--- config.mk ---
export PLATFORM = sky130hd
export DESIGN_NAME = ysyx_25020037_lsu_axi
export DESIGN_NICKNAME = d
export VERILOG_FILES = /design/src/rtl/ysyx_25020037_lsu_pkg.sv /design/src/rtl/ysyx_25020037_lsu_align.sv /design/src/rtl/ysyx_25020037_lsu_axi.sv
export SDC_FILE = /design/constraint.sdc
export NUM_CORES = 1
export LEC_CHECK = 0
export BUFFER_PORTS_ARGS = -buffer_cell sky130_fd_sc_hd__buf_4
export CAP_MARGIN = 20
export CORE_AREA = 2 2 130 132
export DETAILED_ROUTE_END_ITERATION = 10
export DIE_AREA = 0 0 132 134
export MAX_ROUTING_LAYER = met4
export PLACE_DENSITY_LB_ADDON = 0.3
export SLEW_MARGIN = 40
export SYNTH_ARGS = -nofsm -noshare
export SYNTH_HDL_FRONTEND = slang
export SYNTH_SLANG_ARGS = --single-unit
--- constraint.sdc ---
create_clock -name clk -period 5.6 [get_ports clk]
set_clock_uncertainty 0.2 [all_clocks]
set_input_delay 1.12 -clock clk [delete_from_list [all_inputs] [get_ports clk]]
set_output_delay 1.12 -clock clk [all_outputs]
set_load 0.03 [all_outputs]
--- src/rtl/ysyx_25020037_lsu_pkg.sv ---
// Shared types and constants for the AXI4 load/store unit.
// Imported by the alignment helper and the LSU top.
package ysyx_25020037_lsu_pkg;

  typedef enum logic [2:0] {
    S_IDLE,
    S_AR,
    S_R,
    S_WR,
    S_B,
    S_RESP
  } lsu_state_e;

  localparam logic [1:0] SZ_B = 2'b00;
  localparam logic [1:0] SZ_H = 2'b01;
  localparam logic [1:0] SZ_W = 2'b10;
  localparam logic [1:0] SZ_D = 2'b11;

  localparam logic [1:0] CAUSE_NONE     = 2'd0;
  localparam logic [1:0] CAUSE_MISALIGN = 2'd1;
  localparam logic [1:0] CAUSE_BUSERR   = 2'd2;

  localparam logic [1:0] AXI_BURST_FIXED = 2'b00;
  localparam logic [1:0] AXI_BURST_INCR  = 2'b01;
  localparam logic [7:0] AXI_LEN_SINGLE  = 8'd0;

  function automatic logic addr_in(
    input logic [31:0] a,
    input logic [31:0] lo,
    input logic [31:0] hi
  );
    return (a >= lo) && (a <= hi);
  endfunction

endpackage

--- src/rtl/ysyx_25020037_lsu_align.sv ---
// Byte-lane alignment: load extraction/extension, store shift,
// write strobes and misalignment detection.
module ysyx_25020037_lsu_align
  import ysyx_25020037_lsu_pkg::*;
#(
  parameter int DW = 32,
  localparam int SW = DW / 8,
  localparam int OW = $clog2(SW)
) (
  input  logic [1:0]    size_i,
  input  logic [OW-1:0] off_i,
  input  logic          unsigned_i,
  input  logic [DW-1:0] rdata_i,
  input  logic [DW-1:0] wdata_i,
  output logic [DW-1:0] ldata_o,
  output logic [DW-1:0] sdata_o,
  output logic [SW-1:0] wstrb_o,
  output logic          misalign_o
);

  logic [DW-1:0] sh;
  logic [DW-1:0] mask;
  logic [SW-1:0] base;
  logic          sgn;

  always_comb begin
    sh         = rdata_i >> {off_i, 3'b000};
    mask       = '1;
    sgn        = sh[DW-1];
    base       = '1;
    misalign_o = 1'b0;
    unique case (size_i)
      SZ_B: begin
        mask = DW'(8'hFF);
        sgn  = sh[7];
        base = SW'(1);
      end
      SZ_H: begin
        mask       = DW'(16'hFFFF);
        sgn        = sh[15];
        base       = SW'(2'b11);
        misalign_o = off_i[0];
      end
      SZ_W: begin
        mask       = DW'(32'hFFFF_FFFF);
        sgn        = sh[31];
        base       = SW'(4'hF);
        misalign_o = |off_i[1:0];
      end
      default: begin
        // dword is illegal on a 32-bit bus
        misalign_o = (DW == 32) | (|off_i);
      end
    endcase
    ldata_o = (sh & mask)
            | ({DW{sgn & ~unsigned_i}} & ~mask);
    sdata_o = wdata_i << {off_i, 3'b000};
    wstrb_o = base << off_i;
  end

endmodule

--- src/rtl/ysyx_25020037_lsu_axi.sv ---
// AXI4 single-beat load/store unit between EXU and WBU.
// Misaligned requests trap without touching the bus.
module ysyx_25020037_lsu_axi
  import ysyx_25020037_lsu_pkg::*;
#(
  parameter int          DW         = 32,
  parameter logic [3:0]  AXI_ID_VAL = 4'h0,
  parameter logic [31:0] SDRAM_BASE = 32'hA000_0000,
  parameter logic [31:0] SDRAM_END  = 32'hBFFF_FFFF,
  parameter logic [31:0] MMIO_BASE  = 32'h1000_0000,
  parameter logic [31:0] MMIO_END   = 32'h1000_0FFF,
  parameter logic [31:0] CLINT_BASE = 32'h0200_0000,
  parameter logic [31:0] CLINT_END  = 32'h0200_FFFF
) (
  input  logic            clk,
  input  logic            rst,
  input  logic            in_valid,
  output logic            in_ready,
  input  logic [31:0]     req_addr,
  input  logic [DW-1:0]   req_wdata,
  input  logic            req_load,
  input  logic            req_store,
  input  logic [1:0]      req_size,
  input  logic            req_unsigned,
  output logic            out_valid,
  input  logic            out_ready,
  output logic [31:0]     out_addr,
  output logic [DW-1:0]   out_rdata,
  output logic            out_fault,
  output logic [1:0]      out_cause,
  output logic            skip_ref,
  output logic            awvalid,
  input  logic            awready,
  output logic [31:0]     awaddr,
  output logic [3:0]      awid,
  output logic [7:0]      awlen,
  output logic [2:0]      awsize,
  output logic [1:0]      awburst,
  output logic            wvalid,
  input  logic            wready,
  output logic [DW-1:0]   wdata,
  output logic [DW/8-1:0] wstrb,
  output logic            wlast,
  input  logic            bvalid,
  output logic            bready,
  input  logic [1:0]      bresp,
  input  logic [3:0]      bid,
  output logic            arvalid,
  input  logic            arready,
  output logic [31:0]     araddr,
  output logic [3:0]      arid,
  output logic [7:0]      arlen,
  output logic [2:0]      arsize,
  output logic [1:0]      arburst,
  input  logic            rvalid,
  output logic            rready,
  input  logic [DW-1:0]   rdata,
  input  logic [1:0]      rresp,
  input  logic            rlast,
  input  logic [3:0]      rid
);

  localparam int SW = DW / 8;
  localparam int OW = $clog2(SW);
  localparam logic [2:0] SZ_BUS = 3'($clog2(SW));

  lsu_state_e    state_q, state_d;
  logic [31:0]   addr_q;
  logic [1:0]    size_q;
  logic          uns_q;
  logic [2:0]    axsize_q, axsize_d;
  logic [1:0]    burst_q, burst_d;
  logic          arvalid_q, arvalid_d;
  logic          rready_q, rready_d;
  logic          awvalid_q, awvalid_d;
  logic          wvalid_q, wvalid_d;
  logic          bready_q, bready_d;
  logic          skip_q, skip_d;
  logic [DW-1:0] wdata_q, wdata_d;
  logic [SW-1:0] wstrb_q, wstrb_d;
  logic [DW-1:0] rdata_q, rdata_d;
  logic          fault_q, fault_d;
  logic [1:0]    cause_q, cause_d;

  logic          idle, mem, bad, hit, sdram;
  logic          aw_done, w_done;
  logic [1:0]    a_size;
  logic [OW-1:0] a_off;
  logic          a_uns;
  logic [DW-1:0] ldata, sdata;
  logic [SW-1:0] sstrb;
  logic          misalign;
  logic          unused_ok;

  assign unused_ok = ^{rid, bid, rlast};

  assign idle   = (state_q == S_IDLE);
  assign mem    = req_load | req_store;
  assign bad    = mem & misalign;
  assign sdram  = addr_in(req_addr, SDRAM_BASE, SDRAM_END);
  assign hit    = addr_in(addr_q, MMIO_BASE, MMIO_END)
                | addr_in(addr_q, CLINT_BASE, CLINT_END);
  assign aw_done = ~awvalid_q | awready;
  assign w_done  = ~wvalid_q | wready;

  // Request fields feed the aligner at accept, latched ones afterwards
  assign a_size = idle ? req_size : size_q;
  assign a_off  = idle ? req_addr[OW-1:0] : addr_q[OW-1:0];
  assign a_uns  = idle ? req_unsigned : uns_q;

  ysyx_25020037_lsu_align #(.DW(DW)) u_align (
    .size_i     (a_size),
    .off_i      (a_off),
    .unsigned_i (a_uns),
    .rdata_i    (rdata),
    .wdata_i    (req_wdata),
    .ldata_o    (ldata),
    .sdata_o    (sdata),
    .wstrb_o    (sstrb),
    .misalign_o (misalign)
  );

  always_ff @(posedge clk or posedge rst) begin
    if (rst) begin
      state_q   <= S_IDLE;
      addr_q    <= '0;
      size_q    <= '0;
      uns_q     <= 1'b0;
      axsize_q  <= SZ_BUS;
      burst_q   <= AXI_BURST_FIXED;
      arvalid_q <= 1'b0;
      rready_q  <= 1'b0;
      awvalid_q <= 1'b0;
      wvalid_q  <= 1'b0;
      bready_q  <= 1'b0;
      skip_q    <= 1'b0;
      wdata_q   <= '0;
      wstrb_q   <= '0;
      rdata_q   <= '0;
      fault_q   <= 1'b0;
      cause_q   <= CAUSE_NONE;
    end else begin
      state_q   <= state_d;
      if (idle && in_valid) begin
        addr_q <= req_addr;
        size_q <= req_size;
        uns_q  <= req_unsigned;
      end
      axsize_q  <= axsize_d;
      burst_q   <= burst_d;
      arvalid_q <= arvalid_d;
      rready_q  <= rready_d;
      awvalid_q <= awvalid_d;
      wvalid_q  <= wvalid_d;
      bready_q  <= bready_d;
      skip_q    <= skip_d;
      wdata_q   <= wdata_d;
      wstrb_q   <= wstrb_d;
      rdata_q   <= rdata_d;
      fault_q   <= fault_d;
      cause_q   <= cause_d;
    end
  end

  always_comb begin
    state_d = state_q;
    unique case (state_q)
      S_IDLE: begin
        if (in_valid) begin
          if (!mem || bad) state_d = S_RESP;
          else if (req_load) state_d = S_AR;
          else state_d = S_WR;
        end
      end
      S_AR:   if (arready) state_d = S_R;
      S_R:    if (rvalid) state_d = S_RESP;
      S_WR:   if (aw_done && w_done) state_d = S_B;
      S_B:    if (bvalid) state_d = S_RESP;
      S_RESP: if (out_ready) state_d = S_IDLE;
      default: state_d = S_IDLE;
    endcase
  end

  always_comb begin
    axsize_d  = axsize_q;
    burst_d   = burst_q;
    arvalid_d = arvalid_q;
    rready_d  = rready_q;
    awvalid_d = awvalid_q;
    wvalid_d  = wvalid_q;
    bready_d  = bready_q;
    skip_d    = 1'b0;
    wdata_d   = wdata_q;
    wstrb_d   = wstrb_q;
    rdata_d   = rdata_q;
    fault_d   = fault_q;
    cause_d   = cause_q;
    unique case (state_q)
      S_IDLE: begin
        if (in_valid) begin
          axsize_d  = {1'b0, req_size};
          burst_d   = sdram ? AXI_BURST_INCR : AXI_BURST_FIXED;
          rdata_d   = mem ? '0 : DW'(req_addr);
          fault_d   = bad;
          cause_d   = bad ? CAUSE_MISALIGN : CAUSE_NONE;
          wdata_d   = sdata;
          wstrb_d   = sstrb;
          arvalid_d = mem & ~bad & req_load;
          awvalid_d = mem & ~bad & ~req_load;
          wvalid_d  = mem & ~bad & ~req_load;
        end
      end
      S_AR: begin
        if (arready) begin
          arvalid_d = 1'b0;
          rready_d  = 1'b1;
          skip_d    = hit;
        end
      end
      S_R: begin
        if (rvalid) begin
          rready_d = 1'b0;
          rdata_d  = ldata;
          fault_d  = |rresp;
          cause_d  = (|rresp) ? CAUSE_BUSERR : CAUSE_NONE;
        end
      end
      S_WR: begin
        awvalid_d = awvalid_q & ~awready;
        wvalid_d  = wvalid_q & ~wready;
        if (aw_done && w_done) begin
          bready_d = 1'b1;
          skip_d   = hit;
        end
      end
      S_B: begin
        if (bvalid) begin
          bready_d = 1'b0;
          fault_d  = |bresp;
          cause_d  = (|bresp) ? CAUSE_BUSERR : CAUSE_NONE;
        end
      end
      default: ;
    endcase
  end

  assign in_ready  = idle;
  assign out_valid = (state_q == S_RESP);
  assign out_addr  = addr_q;
  assign out_rdata = rdata_q;
  assign out_fault = fault_q;
  assign out_cause = cause_q;
  assign skip_ref  = skip_q;

  assign awvalid = awvalid_q;
  assign awaddr  = addr_q;
  assign awid    = AXI_ID_VAL;
  assign awlen   = AXI_LEN_SINGLE;
  assign awsize  = axsize_q;
  assign awburst = burst_q;
  assign wvalid  = wvalid_q;
  assign wdata   = wdata_q;
  assign wstrb   = wstrb_q;
  assign wlast   = 1'b1;
  assign bready  = bready_q;
  assign arvalid = arvalid_q;
  assign araddr  = addr_q;
  assign arid    = AXI_ID_VAL;
  assign arlen   = AXI_LEN_SINGLE;
  assign arsize  = axsize_q;
  assign arburst = burst_q;
  assign rready  = rready_q;

endmodule

==> metrics.cfg <==
[floorplanning]
io_pins=333
start_util_pct=43.2
core_area_um2=16300
die_y_um=134
num_rows=47
dieArea_um2=17700
die_w_um=132

[final_layout]
finish.net_count=1099
utilization_pct=57.2
drive_gt1_share_pct=38.8
final_cells=1207
multi_input_area_um2=3250
diodes=0
fillers=1492
register_area_um2=2930
most-common-layout-cells=buf_4 (303), nand2_1 (164), dfrtp_1 (115), nor2_1 (62), mux2i_1 (38)
layout_commonest_cell=buf_4
area_growth_pct=32.4

[timing]
fin_hold_ws_ns=0.267
slew_headroom_pct=48.6
tns_ns=0
slew_viol_final=0
hold_violations=0
finalSetupViolations=0
fmaxAchievable_mhz=297
tightest_slew_ns=0.756
period_minus_slack_ns=3.36
rsz0062_at_grt=no
period_share_pct=60.0

[global_routing]
antenna_found_initial=0
grt_max_degree=66
grt_pass1_wl_mm=35.5
track_usage_pct=26.6
grt_pass1_vias=6140
overflow=0

[logic_synthesis]
ys_seq_area_share_pct=41.6
synth_edf_count=0
async_flop_share_pct=100
synth_warnings=0
synth_area_um2=7040
netlist_instances=774
ys_seq_elements=117
synth.distinct_cells=59
synth-main-ff-cell=dfrtp_1
syn_avg_cell_area_um2=9.09

[cts]
cts_tree=built
clock-root-buffer=clkbuf_16
htreeDepth=4
post_cts_buffers=0
cts.sinks=117
cts_buffer_depth=2
clock_insertion_delay_worst_skew_ns=0.41
numCtsBuffers=17
clkTransAtPathRegs_ns=0.05
post_cts_resized=0
cts_hold_buf=0

[worst_hold_path]
holdCritPathClass=reg2reg
hp-start=arsize[1]$_DFFE_PP1P_

[detailed_routing]
first_pass_iters=7
vias_per_cell=5.39
drt_iter0_drc=521
ant_nets=0
via_count=6500
wire_per_inst_um=19.3
drc=0
routed_wl_mm=23.3

[critical_path]
start_kind=flop
rrSetupSlack_ns=2.50
end_kind=primary output
critPathTopFamily=flip-flops
max_stage_delay_ns=0.71
cp_max_fo=17
path_buf_inv=2
path_cells=or3_4 -> clkinv_1 -> buf_4
rr_startpoint=state_q[2]$_DFFE_PP0P_
setup.worst_path.class=reg2out
crit_start=state_q[2]$_DFFE_PP0P_
cp_data_required_time_ns=4.28
arrival_ns=2.04
slowest_stage=dfrtp_1

[power]
netSwitchingFraction_pct=49.8
power.switching_mw=3.39
power_frac_comb_pct=60.7
p_leak_nw=4.61
vdd_drop_max_uv=312
p_int_mw=3.42
power.share.clock_pct=14.8
total_power_mw=6.81
powerDensity_nw_per_um2=731
p_seq_share_pct=24.4

[status]
status=finished, final reports clean

[flow_run]
cap_viol_max_count=0

[placed_design]
io_buffers=294
gp_congestion=0.898
hpwl_mm=16.9
place_inst=1177

[synth_stat cells (3+ instances only)]
library cell | instances | share of area, %
a22oi_1 | 8 | 0.85
a221oi_1 | 21 | 2.6
nand2_1 | 164 | 8.7
o21ai_0 | 22 | 1.6
a221oi_2 | 11 | 2.3
mux2_2 | 21 | 3.4
nand3_1 | 7 | 0.50
or3_1 | 3 | 0.27
a21oi_1 | 36 | 2.6
dfrtp_1 | 116 | 41
nor3b_1 | 3 | 0.32
clkbuf_1 | 37 | 2.0
nor2b_1 | 3 | 0.27
o31a_1 | 7 | 0.87
nand2b_1 | 6 | 0.53
a221o_1 | 7 | 1.0
buf_2 | 4 | 0.28
and3_1 | 3 | 0.27
buf_6 | 5 | 0.80
and2_1 | 3 | 0.27
buf_4 | 99 | 11
a2bb2oi_1 | 7 | 0.87
a22o_1 | 8 | 1.0
nor4_1 | 4 | 0.36
inv_1 | 6 | 0.32
nor3_1 | 5 | 0.36
mux2i_1 | 39 | 5.5
a31oi_1 | 16 | 1.4
nor2_1 | 63 | 3.4
[metal layers]
layer,vias to the layer above,GRT usage (%),share of wire (%)
met2,319,43.2,50
met3,31,6.42,7.6
met5,-,-,0
li1,2995,-,-
met4,0,7.91,2.0
met1,3155,33.2,41
[kinds of logic (layout without fill, tap and decap cells)]
| kind of cell | after synthesis | count (layout) | synth area share (%) |
|---|---|---|---|
| flops | 117 | 117 | 41.6 |
| mux | 65 | 65 | 10.4 |
| compound gates | 161 | 161 | 17.3 |
| other cells | 2 | 29 | 0.107 |
| simple gates | 274 | 274 | 16.4 |
| buf+inv | 155 | 341 | 14.2 |
[power groups by stage]
stage	combinational [mW]	clock, mW	sequential, mW
floorplan	2.38	0	2.26
global placement	4.09	0	1.65
detailed placement	4.14	0	1.66
CTS	4.15	1.02	1.66
global route	4.39	1.06	1.73
finish	4.13	1.01	1.66
[stage by stage]
stage               worst slack (ns)  instance area, um^2
finish                          2.24                 9320
global route                    2.08                 9320
CTS                             2.03                 9320
detailed placement              1.97                 8780
global placement                2.00                 8750
floorplan                       1.18                 7140
[cell type report]
| cell class | count | area share [%] |
|---|---|---|
| clock buffer | 25 | 5.21 |
| timing repair buffer | 304 | 24.6 |
| clock inverter | 5 | 0.537 |
| sequential | 117 | 31.5 |
| inverter | 7 | 0.309 |
| tap | 220 | 2.95 |
| multi-input combinational | 529 | 34.9 |
[state kept, by name, indices dropped and copies added, names as in the netlist, 2 cells and up]
register and cells:
out_cause 2, state_q 3, out_rdata 32, size_q 2, araddr 32, wstrb 4, wdata 32
[path summary, 6_finish.rpt]
kind | end | cells past startpoint
worst max-delay path | in_ready | 3
worst min-delay path | arsize[1]$_DFFE_PP1P_ | 2
worst max register to register | out_rdata[11]$_DFFE_PP0P_ | 5
worst min register to register | arsize[1]$_DFFE_PP1P_ | 2
max in group asynchronous | wdata[11]$_DFFE_PP0P_ | 3
min in group asynchronous | wstrb[0]$_DFFE_PP0P_ | 2
[worst min-delay path, cell delays in order, from the launching register on]
cell and delay (ns):
dfstp_2 0.37, nand2_1 0.05, nand2_1 0.05
Power figures use the tool's default switching activity.
